### config.mk
export PLATFORM = sky130hd
export DESIGN_NAME = bdd_walk_ctrl_flat
export DESIGN_NICKNAME = d
export VERILOG_FILES = /design/src/rtl/bdd_pkg.sv /design/src/rtl/bdd_walk_ctrl_if.sv /design/src/rtl/bdd_node_eval.sv /design/src/rtl/bdd_walk_ctrl.sv /design/src/flat_wrapper.sv
export SDC_FILE = /design/constraint.sdc
export NUM_CORES = 1
export LEC_CHECK = 0
export BUFFER_PORTS_ARGS = -buffer_cell sky130_fd_sc_hd__buf_2
export CAP_MARGIN = 20
export CORE_UTILIZATION = 60
export DETAILED_ROUTE_END_ITERATION = 10
export GPL_ROUTABILITY_DRIVEN = 1
export GPL_TIMING_DRIVEN = 1
export PLACE_DENSITY_LB_ADDON = 0.1
export SYNTH_ARGS = -nofsm -noshare
export SYNTH_HDL_FRONTEND = slang
export SYNTH_SLANG_ARGS = --single-unit
### constraint.sdc
create_clock -name clk -period 12.4 [get_ports clk]
set_input_delay 0.62 -clock clk [delete_from_list [all_inputs] [get_ports clk]]
set_output_delay 0.62 -clock clk [all_outputs]
set_load 0.005 [all_outputs]
### src/rtl/bdd_pkg.sv
// bdd_pkg: shared definitions for the BDD classification walker.
//   - RAM1 word layout {w0, w1, w2, thr} and RAM2 word layout {leaf_t, next_t, leaf_f, next_f}
//   - attribute vector layout {a0, a1, a2}
//   - walker FSM state encoding
//   - weighted_sum helper: w0*a0 + w1*a1 + w2*a2 on unsigned 8-bit operands
package bdd_pkg;

  localparam int unsigned RAM1_DATA_WIDTH = 34;
  localparam int unsigned RAM2_DATA_WIDTH = 18;
  localparam int unsigned ADDR_WIDTH      = 8;
  localparam int unsigned ATTR_WIDTH      = 24;
  localparam int unsigned WEIGHT_WIDTH    = 8;
  localparam int unsigned THR_WIDTH       = 10;
  localparam int unsigned SUM_WIDTH       = 18;
  localparam int unsigned CLASS_WIDTH     = 8;
  localparam int unsigned DEPTH_WIDTH     = 8;
  localparam int unsigned STAT_WALKS_WIDTH = 16;

  // RAM1 field offsets
  localparam int unsigned W0_LSB  = 26;
  localparam int unsigned W1_LSB  = 18;
  localparam int unsigned W2_LSB  = 10;
  localparam int unsigned THR_LSB = 0;

  // RAM2 field offsets
  localparam int unsigned LEAF_T_BIT = 17;
  localparam int unsigned NEXT_T_LSB = 9;
  localparam int unsigned LEAF_F_BIT = 8;
  localparam int unsigned NEXT_F_LSB = 0;

  // Attribute slice offsets
  localparam int unsigned A0_LSB = 16;
  localparam int unsigned A1_LSB = 8;
  localparam int unsigned A2_LSB = 0;

  typedef enum logic [1:0] {
    StIdle  = 2'd0,
    StFetch = 2'd1,
    StEval  = 2'd2,
    StDone  = 2'd3
  } walk_state_e;

  // Three 8x8 products summed in 18 bits; 3*255*255 fits without overflow.
  function automatic logic [SUM_WIDTH-1:0] weighted_sum(
    input logic [RAM1_DATA_WIDTH-1:0] word,
    input logic [ATTR_WIDTH-1:0]      attr
  );
    logic [SUM_WIDTH-1:0] p0, p1, p2;
    p0 = SUM_WIDTH'(word[W0_LSB +: WEIGHT_WIDTH]) * SUM_WIDTH'(attr[A0_LSB +: WEIGHT_WIDTH]);
    p1 = SUM_WIDTH'(word[W1_LSB +: WEIGHT_WIDTH]) * SUM_WIDTH'(attr[A1_LSB +: WEIGHT_WIDTH]);
    p2 = SUM_WIDTH'(word[W2_LSB +: WEIGHT_WIDTH]) * SUM_WIDTH'(attr[A2_LSB +: WEIGHT_WIDTH]);
    return p0 + p1 + p2;
  endfunction

endpackage

### src/rtl/bdd_walk_ctrl_if.sv
// bdd_walk_ctrl_if: host-facing bundle of the BDD walker.
//   request  : req_valid/req_ready/req_attr
//   response : resp_valid/resp_ready/resp_class/resp_err
//   loading  : host_we/host_sel/host_addr/host_wdata/host_ready
// Modports: slave = walker side, master = host side.
interface bdd_walk_ctrl_if;
  import bdd_pkg::*;

  logic                       req_valid;
  logic                       req_ready;
  logic [ATTR_WIDTH-1:0]      req_attr;

  logic                       resp_valid;
  logic                       resp_ready;
  logic [CLASS_WIDTH-1:0]     resp_class;
  logic                       resp_err;

  logic                       host_we;
  logic                       host_sel;
  logic [ADDR_WIDTH-1:0]      host_addr;
  logic [RAM1_DATA_WIDTH-1:0] host_wdata;
  logic                       host_ready;

  modport slave (
    input  req_valid, req_attr, resp_ready, host_we, host_sel, host_addr, host_wdata,
    output req_ready, resp_valid, resp_class, resp_err, host_ready
  );

  modport master (
    output req_valid, req_attr, resp_ready, host_we, host_sel, host_addr, host_wdata,
    input  req_ready, resp_valid, resp_class, resp_err, host_ready
  );

endinterface

### src/rtl/bdd_node_eval.sv
// bdd_node_eval: combinational evaluation of one BDD node.
//   ram1_word_i : {w0, w1, w2, thr} of the current node
//   ram2_word_i : {leaf_t, next_t, leaf_f, next_f} of the current node
//   attr_i      : {a0, a1, a2} attribute vector of the walk
//   leaf_o      : selected branch terminates the walk
//   next_o      : selected branch target (node address, or class when leaf_o)
module bdd_node_eval
  import bdd_pkg::*;
(
  input  logic [RAM1_DATA_WIDTH-1:0] ram1_word_i,
  input  logic [RAM2_DATA_WIDTH-1:0] ram2_word_i,
  input  logic [ATTR_WIDTH-1:0]      attr_i,
  output logic                       leaf_o,
  output logic [ADDR_WIDTH-1:0]      next_o
);

  logic [SUM_WIDTH-1:0] sum;
  logic [SUM_WIDTH-1:0] thr_ext;
  logic                 take_t;

  always_comb begin
    sum     = weighted_sum(ram1_word_i, attr_i);
    thr_ext = SUM_WIDTH'(ram1_word_i[THR_LSB +: THR_WIDTH]);
    // Strictly greater: a sum equal to the threshold takes the false branch.
    take_t  = sum > thr_ext;
    if (take_t) begin
      leaf_o = ram2_word_i[LEAF_T_BIT];
      next_o = ram2_word_i[NEXT_T_LSB +: ADDR_WIDTH];
    end else begin
      leaf_o = ram2_word_i[LEAF_F_BIT];
      next_o = ram2_word_i[NEXT_F_LSB +: ADDR_WIDTH];
    end
  end

endmodule

### src/rtl/bdd_walk_ctrl.sv
// bdd_walk_ctrl: sequences BDD classification walks over two node RAMs and shares the RAM
// ports with host node loading.
//   clk, rst       : clock, asynchronous active-high reset
//   bus (slave)    : request / response / host load handshakes (bdd_walk_ctrl_if)
//   ram_addr       : shared address to RAM1 and RAM2
//   ram1_we/ram2_we: write enables, only ever pulsed in IDLE on a host write
//   ram_wdata      : write data (RAM2 takes [17:0])
//   ram1_rdata/ram2_rdata : synchronous read data, valid one cycle after ram_addr
// Optional feature (macro BDD_WALK_STATS_EN): adds stat_walks (completed responses, wrapping)
// and stat_last_depth (node visits of the last completed walk).
// Each node visit costs two cycles: FETCH presents the address, EVAL consumes the read data.
module bdd_walk_ctrl
  import bdd_pkg::*;
#(
  parameter int unsigned ROOT_ADDR = 0,
  parameter int unsigned MAX_DEPTH = 16
) (
  input  logic                        clk,
  input  logic                        rst,
  bdd_walk_ctrl_if.slave              bus,
  output logic [ADDR_WIDTH-1:0]       ram_addr,
  output logic                        ram1_we,
  output logic                        ram2_we,
  output logic [RAM1_DATA_WIDTH-1:0]  ram_wdata,
  input  logic [RAM1_DATA_WIDTH-1:0]  ram1_rdata,
  input  logic [RAM2_DATA_WIDTH-1:0]  ram2_rdata
`ifdef BDD_WALK_STATS_EN
  ,
  output logic [STAT_WALKS_WIDTH-1:0] stat_walks,
  output logic [DEPTH_WIDTH-1:0]      stat_last_depth
`endif
);

  walk_state_e state_q, state_d;

  logic [ATTR_WIDTH-1:0]  attr_q,  attr_d;
  logic [ADDR_WIDTH-1:0]  node_q,  node_d;
  logic [DEPTH_WIDTH-1:0] depth_q, depth_d;
  logic [CLASS_WIDTH-1:0] class_q, class_d;
  logic                   err_q,   err_d;

  logic                   req_accept;
  logic                   resp_taken;
  logic                   eval_leaf;
  logic [ADDR_WIDTH-1:0]  eval_next;
  logic [DEPTH_WIDTH-1:0] depth_inc;
  logic                   depth_hit;

  // Host writes win over requests in IDLE.
  assign req_accept = (state_q == StIdle) && bus.req_valid && !bus.host_we;
  assign resp_taken = (state_q == StDone) && bus.resp_ready;
  assign depth_inc  = depth_q + DEPTH_WIDTH'(1);
  assign depth_hit  = depth_inc == DEPTH_WIDTH'(MAX_DEPTH);

  bdd_node_eval u_node_eval (
    .ram1_word_i (ram1_rdata),
    .ram2_word_i (ram2_rdata),
    .attr_i      (attr_q),
    .leaf_o      (eval_leaf),
    .next_o      (eval_next)
  );

  // FSM state register
  always_ff @(posedge clk or posedge rst) begin
    if (rst) begin
      state_q <= StIdle;
    end else begin
      state_q <= state_d;
    end
  end

  // FSM next-state logic
  always_comb begin
    state_d = state_q;
    unique case (state_q)
      StIdle:  if (req_accept) state_d = StFetch;
      StFetch: state_d = StEval;
      StEval:  state_d = (eval_leaf || depth_hit) ? StDone : StFetch;
      StDone:  if (bus.resp_ready) state_d = StIdle;
      default: state_d = StIdle;
    endcase
  end

  // FSM outputs: handshakes and RAM port arbitration
  always_comb begin
    bus.req_ready  = 1'b0;
    bus.host_ready = 1'b0;
    bus.resp_valid = 1'b0;
    ram_addr       = node_q;
    ram1_we        = 1'b0;
    ram2_we        = 1'b0;
    ram_wdata      = '0;
    unique case (state_q)
      StIdle: begin
        bus.host_ready = 1'b1;
        bus.req_ready  = !bus.host_we;
        if (bus.host_we) begin
          ram_addr  = bus.host_addr;
          ram1_we   = !bus.host_sel;
          ram2_we   = bus.host_sel;
          ram_wdata = bus.host_wdata;
        end
      end
      StDone:  bus.resp_valid = 1'b1;
      default: ;
    endcase
  end

  assign bus.resp_class = class_q;
  assign bus.resp_err   = err_q;

  // Walk datapath next-state
  always_comb begin
    attr_d  = attr_q;
    node_d  = node_q;
    depth_d = depth_q;
    class_d = class_q;
    err_d   = err_q;
    unique case (state_q)
      StIdle: begin
        if (req_accept) begin
          attr_d  = bus.req_attr;
          node_d  = ADDR_WIDTH'(ROOT_ADDR);
          depth_d = '0;
          err_d   = 1'b0;
        end
      end
      StEval: begin
        depth_d = depth_inc;
        if (eval_leaf) begin
          class_d = CLASS_WIDTH'(eval_next);
        end else if (depth_hit) begin
          err_d   = 1'b1;
          class_d = '0;
        end else begin
          node_d  = eval_next;
        end
      end
      default: ;
    endcase
  end

  always_ff @(posedge clk or posedge rst) begin
    if (rst) begin
      attr_q  <= '0;
      node_q  <= ADDR_WIDTH'(ROOT_ADDR);
      depth_q <= '0;
      class_q <= '0;
      err_q   <= 1'b0;
    end else begin
      attr_q  <= attr_d;
      node_q  <= node_d;
      depth_q <= depth_d;
      class_q <= class_d;
      err_q   <= err_d;
    end
  end

`ifdef BDD_WALK_STATS_EN
  logic [STAT_WALKS_WIDTH-1:0] stat_walks_q, stat_walks_d;
  logic [DEPTH_WIDTH-1:0]      stat_depth_q, stat_depth_d;

  // Statistics update on the response handshake; depth_q still holds N there.
  always_comb begin
    stat_walks_d = stat_walks_q;
    stat_depth_d = stat_depth_q;
    if (resp_taken) begin
      stat_walks_d = stat_walks_q + STAT_WALKS_WIDTH'(1);
      stat_depth_d = depth_q;
    end
  end

  always_ff @(posedge clk or posedge rst) begin
    if (rst) begin
      stat_walks_q <= '0;
      stat_depth_q <= '0;
    end else begin
      stat_walks_q <= stat_walks_d;
      stat_depth_q <= stat_depth_d;
    end
  end

  assign stat_walks      = stat_walks_q;
  assign stat_last_depth = stat_depth_q;
`else
  logic unused_resp_taken;
  assign unused_resp_taken = resp_taken;
`endif

endmodule
### src/flat_wrapper.sv
// flat-port wrapper written by rule: the top's interface ports become plain ports
module bdd_walk_ctrl_flat import bdd_pkg::*;
#(
  parameter int unsigned ROOT_ADDR = 0,
  parameter int unsigned MAX_DEPTH = 16
)
  (clk, rst, ram_addr, ram1_we, ram2_we, ram_wdata, ram1_rdata, ram2_rdata, bus_req_valid, bus_req_attr, bus_resp_ready, bus_host_we, bus_host_sel, bus_host_addr, bus_host_wdata, bus_req_ready, bus_resp_valid, bus_resp_class, bus_resp_err, bus_host_ready);
  bdd_walk_ctrl_if bus_i ();
  input  logic clk;
  input  logic rst;
  output logic [ADDR_WIDTH-1:0] ram_addr;
  output logic ram1_we;
  output logic ram2_we;
  output logic [RAM1_DATA_WIDTH-1:0] ram_wdata;
  input  logic [RAM1_DATA_WIDTH-1:0] ram1_rdata;
  input  logic [RAM2_DATA_WIDTH-1:0] ram2_rdata;
  input wire logic [$bits(bus_i.req_valid)-1:0] bus_req_valid;
  input wire logic [$bits(bus_i.req_attr)-1:0] bus_req_attr;
  input wire logic [$bits(bus_i.resp_ready)-1:0] bus_resp_ready;
  input wire logic [$bits(bus_i.host_we)-1:0] bus_host_we;
  input wire logic [$bits(bus_i.host_sel)-1:0] bus_host_sel;
  input wire logic [$bits(bus_i.host_addr)-1:0] bus_host_addr;
  input wire logic [$bits(bus_i.host_wdata)-1:0] bus_host_wdata;
  output wire logic [$bits(bus_i.req_ready)-1:0] bus_req_ready;
  output wire logic [$bits(bus_i.resp_valid)-1:0] bus_resp_valid;
  output wire logic [$bits(bus_i.resp_class)-1:0] bus_resp_class;
  output wire logic [$bits(bus_i.resp_err)-1:0] bus_resp_err;
  output wire logic [$bits(bus_i.host_ready)-1:0] bus_host_ready;
  assign bus_i.req_valid = bus_req_valid;
  assign bus_i.req_attr = bus_req_attr;
  assign bus_i.resp_ready = bus_resp_ready;
  assign bus_i.host_we = bus_host_we;
  assign bus_i.host_sel = bus_host_sel;
  assign bus_i.host_addr = bus_host_addr;
  assign bus_i.host_wdata = bus_host_wdata;
  assign bus_req_ready = bus_i.req_ready;
  assign bus_resp_valid = bus_i.resp_valid;
  assign bus_resp_class = bus_i.resp_class;
  assign bus_resp_err = bus_i.resp_err;
  assign bus_host_ready = bus_i.host_ready;
  bdd_walk_ctrl #(.ROOT_ADDR(ROOT_ADDR), .MAX_DEPTH(MAX_DEPTH)) u_core (.clk(clk), .rst(rst), .bus(bus_i), .ram_addr(ram_addr), .ram1_we(ram1_we), .ram2_we(ram2_we), .ram_wdata(ram_wdata), .ram1_rdata(ram1_rdata), .ram2_rdata(ram2_rdata));
endmodule
==> results summary <==
The remaining number of nets flagged by the antenna check after routing is 0. The number of fill cells in the layout is 1329. The first global-routing pass estimated about 40 mm of wire.

Counting tap cells, the placed design contains a total of roughly 1400 instances. The worst slew margin relative to its limit came out at 0.349. TritonCTS built the clock tree.

After global routing the overflow that remains totals 0. At the worst endpoint, the arrival time is between 8000 and 9000 ps. The clock skew is ~10 ps. Leaving out fill and tap cells, the most frequent cell in the layout is inv_1. In this run the worst path has a maximum fanout of 11. Dividing the detail-routed wire length by the instance count gives around 16 µm. The number of buffers and inverters on the critical path is 4. Counting flops with a built-in enable in the synthesized netlist gives 0.

The synthesized instance count is around 1100. The worst hold path belongs to the class input pin to async pin. The worst setup path is launched from a register.

The mean post-synth cell area came out at about 9.4 µm². The die area is between 0.015 and 0.02 mm². The first TritonRoute pass finished after 5 iterations.

For the pin with the worst max-slew slack, the measured transition is around 970 ps. The post-synthesis sequential area ratio is 0.127. The final period demand of the worst path came out at about 8300 ps. The mean number of vias per cell came out at between 5 and 6.

The count of H-tree levels built during CTS is 2. The critical path's largest stage delay came out at between 500 and 600 ps. The final critical-path share of the clock period came out at 0.671. The cell row count is 46. The via count of the first global-routing pass came out at 8185.

The total number of yosys warnings is 0. Across the run, the number of max-cap violations was 0. 180 I/O pins were placed. For this design, the sink count on the clock tree is 51. The overall track demand over capacity in global routing came out at 0.289. The number of clock buffers inserted by TritonCTS is 5. Prior to clock tree synthesis, the placed netlist has a worst setup slack of 3880 ps.

After layout, the worst setup slack is between 4000 and 5000 ps. After the first detailed-routing iteration, the DRC count stood at ~400. From synthesis to final layout, the design area changed by 12.0%. The summed negative setup slack over all endpoints is 0 ps. The initial core utilization came out at 0.622. With fillers left out, the area of the finished cells amounts to 0.0112 mm². In this run, post-CTS hold repair placed 0 buffers. In this design, the critical path's most frequently occurring cell is fa_1. The run finished with clean final reports. The post-synthesis async set-or-reset flop share is 1.00.

The total of flip-flops plus latches after synthesis is 51. In this run the cell area of the synthesized design comes to 0.0100 mm². The final standard cell count with taps included and fillers excluded came out at 1446.

In the routed design, unresolved DRC markers number 0. The number of gates resized after CTS is 0. The number of antenna violations at the first check in global routing came out at 0.

In this run the clock root is driven by a clkbuf_16. The global placer's final weighted congestion is roughly 0.85. The library cells used most frequently in the layout, excluding fill and tap cells, are inv_1, buf_2, fa_1. The number of antenna repair diodes is 0. Once placement finished, the instance area stood at 0.0111 mm². The critical path required time came out at between 10000 and 15000 ps. STA classifies the critical path endpoint as a register.

The share of cells above drive strength 1 came out at 0.193. At the later pin of the worst-skew pair, clock insertion delay measures just over 300 ps. The total setup violations reported at the end of the flow is 0. Setup repair after global routing left no endpoint under its margin. The detailed placer's ending HPWL is 19.4 mm. The net count of the mapped netlist is between 1000 and 1500. The routed design has 23.2 mm of wire.

Clock-pin slew was measured on the worst setup and hold paths at roughly 90 ps. For flop-to-flop paths, the worst setup slack is 4080 ps. The cell family contributing the most delay on the critical path is adder cells. Buffers placed on the I/O ports in this run total between 150 and 200. The post-CTS repair timing setup buffer count came out at 0. The category of the critical setup timing path is register to register. The most used flip-flop cell after synthesis is dfrtp_1.

The largest net degree at the start of global routing is 52. The core footprint came out at ~0.016 mm². The die width came out at 131 µm.

In this run the deepest clock path goes through 2 buffers. The final number of max-transition violations was 0. The number of hold violations in the final report is 0. The count of nets after finishing is approximately 1600.

The number of distinct library cells after synthesis is between 50 and 60. The maximum operating frequency came out at 120 MHz. The sequential standard cell area came out at 0.00128 mm². The via count is about 7800. Summing all multi-input logic gate instances after layout gives approximately 0.0077 mm². The die boundary height is between 100 and 150 µm. The cell with the largest stage delay on the worst path is fa_1.
Yosys cell counts (all sizes together), types with 2 or more instances:
cell type / instances / area (µm²)
o31ai: 15 / 138
nor2b: 4 / 25.0
o21a: 5 / 37.5
and2: 129 / 807
dfrtp: 51 / 1280
buf: 5 / 40.0
or3: 2 / 12.5
nand3: 15 / 75.1
and3: 40 / 251
a21oi: 20 / 104
a211o: 2 / 17.5
o21bai: 2 / 15.0
o22ai: 3 / 18.8
nand2b: 2 / 12.5
mux2i: 18 / 180
xnor2: 8 / 70.1
nor4b: 2 / 32.5
xor2: 5 / 43.8
ha: 111 / 1390
a22o: 8 / 70.1
mux2: 32 / 360
a21o: 2 / 15.0
o211ai: 10 / 80.1
fa: 161 / 3220
nand2: 102 / 383
clkbuf: 26 / 97.6
inv: 245 / 920
nor2: 8 / 37.5
nand4: 4 / 25.0
o2111ai: 2 / 23.8
o21ai: 16 / 91.3
a221oi: 2 / 17.5
final cells by class:
| type | instances | area share |
|---|---|---|
| Clock buffer | 5 | 0.0111 |
| Sequential cell | 51 | 0.114 |
| Clock inverter | 3 | 0.00212 |
| Inverter | 245 | 0.0819 |
| Timing Repair Buffer | 182 | 0.0818 |
| Multi-Input combinational cell | 744 | 0.685 |
| Tap cell | 216 | 0.0241 |
metal layers:
metal	up-vias	global-route usage	part of all wire
met5	-	0	0
met4	0	0.0810	0.019
met3	36	0.0320	0.049
met2	226	0.520	0.52
met1	3861	0.366	0.41
li1	3663	-	-
sequential cells by signal, indices dropped and copies added, names as in the netlist:
signal and count:
u_core.depth_q 8, u_core.state_q 2, u_core.bus.resp_err 1, u_core.attr_q 24
u_core.bus.resp_class 8, u_core.node_q 8
path summary, 6_finish.rpt:
check                                         start  depth (start not counted)             endpoint
worst max-delay path              u_core.attr_q[17]                         26     u_core.node_q[6]
min in group clk                u_core.bus.resp_err                          1  u_core.bus.resp_err
worst max register to register    u_core.attr_q[17]                         26     u_core.node_q[6]
worst min register to register  u_core.bus.resp_err                          1  u_core.bus.resp_err
worst min-delay path                            rst                          3    u_core.attr_q[10]
max in group asynchronous                       rst                          3    u_core.attr_q[19]
tightest hold or removal path, delay by kind of cell:
kind	cells	cell delay [ps]
buffers and inverters	3	680
metrics by stage:
stage | hold slack (ps) | utilization
3_5_place_dp | 485 | 0.687
2_1_floorplan | 471 | -
3_3_place_gp | 491 | 0.687
4_1_cts | 509 | 0.696
6_report | 484 | 0.696
5_1_grt | 526 | 0.696
cell families (layout without fill, tap and decap cells):
logic type	count (synthesis)	count (layout)	synth area share
adder cells (fa/ha/maj)	272	272	0.460
multiplexers	50	50	0.0539
XOR/XNOR	13	13	0.0114
flip-flops	51	51	0.127
AO/OA/AOI/OAI	96	96	0.0723
AND/OR/NAND/NOR	313	313	0.169
buffers and inverters	276	435	0.106
Power is left out: the tool's default activity adds up to more than one toggle a clock period on the data nets, which glitch-free logic cannot reach.
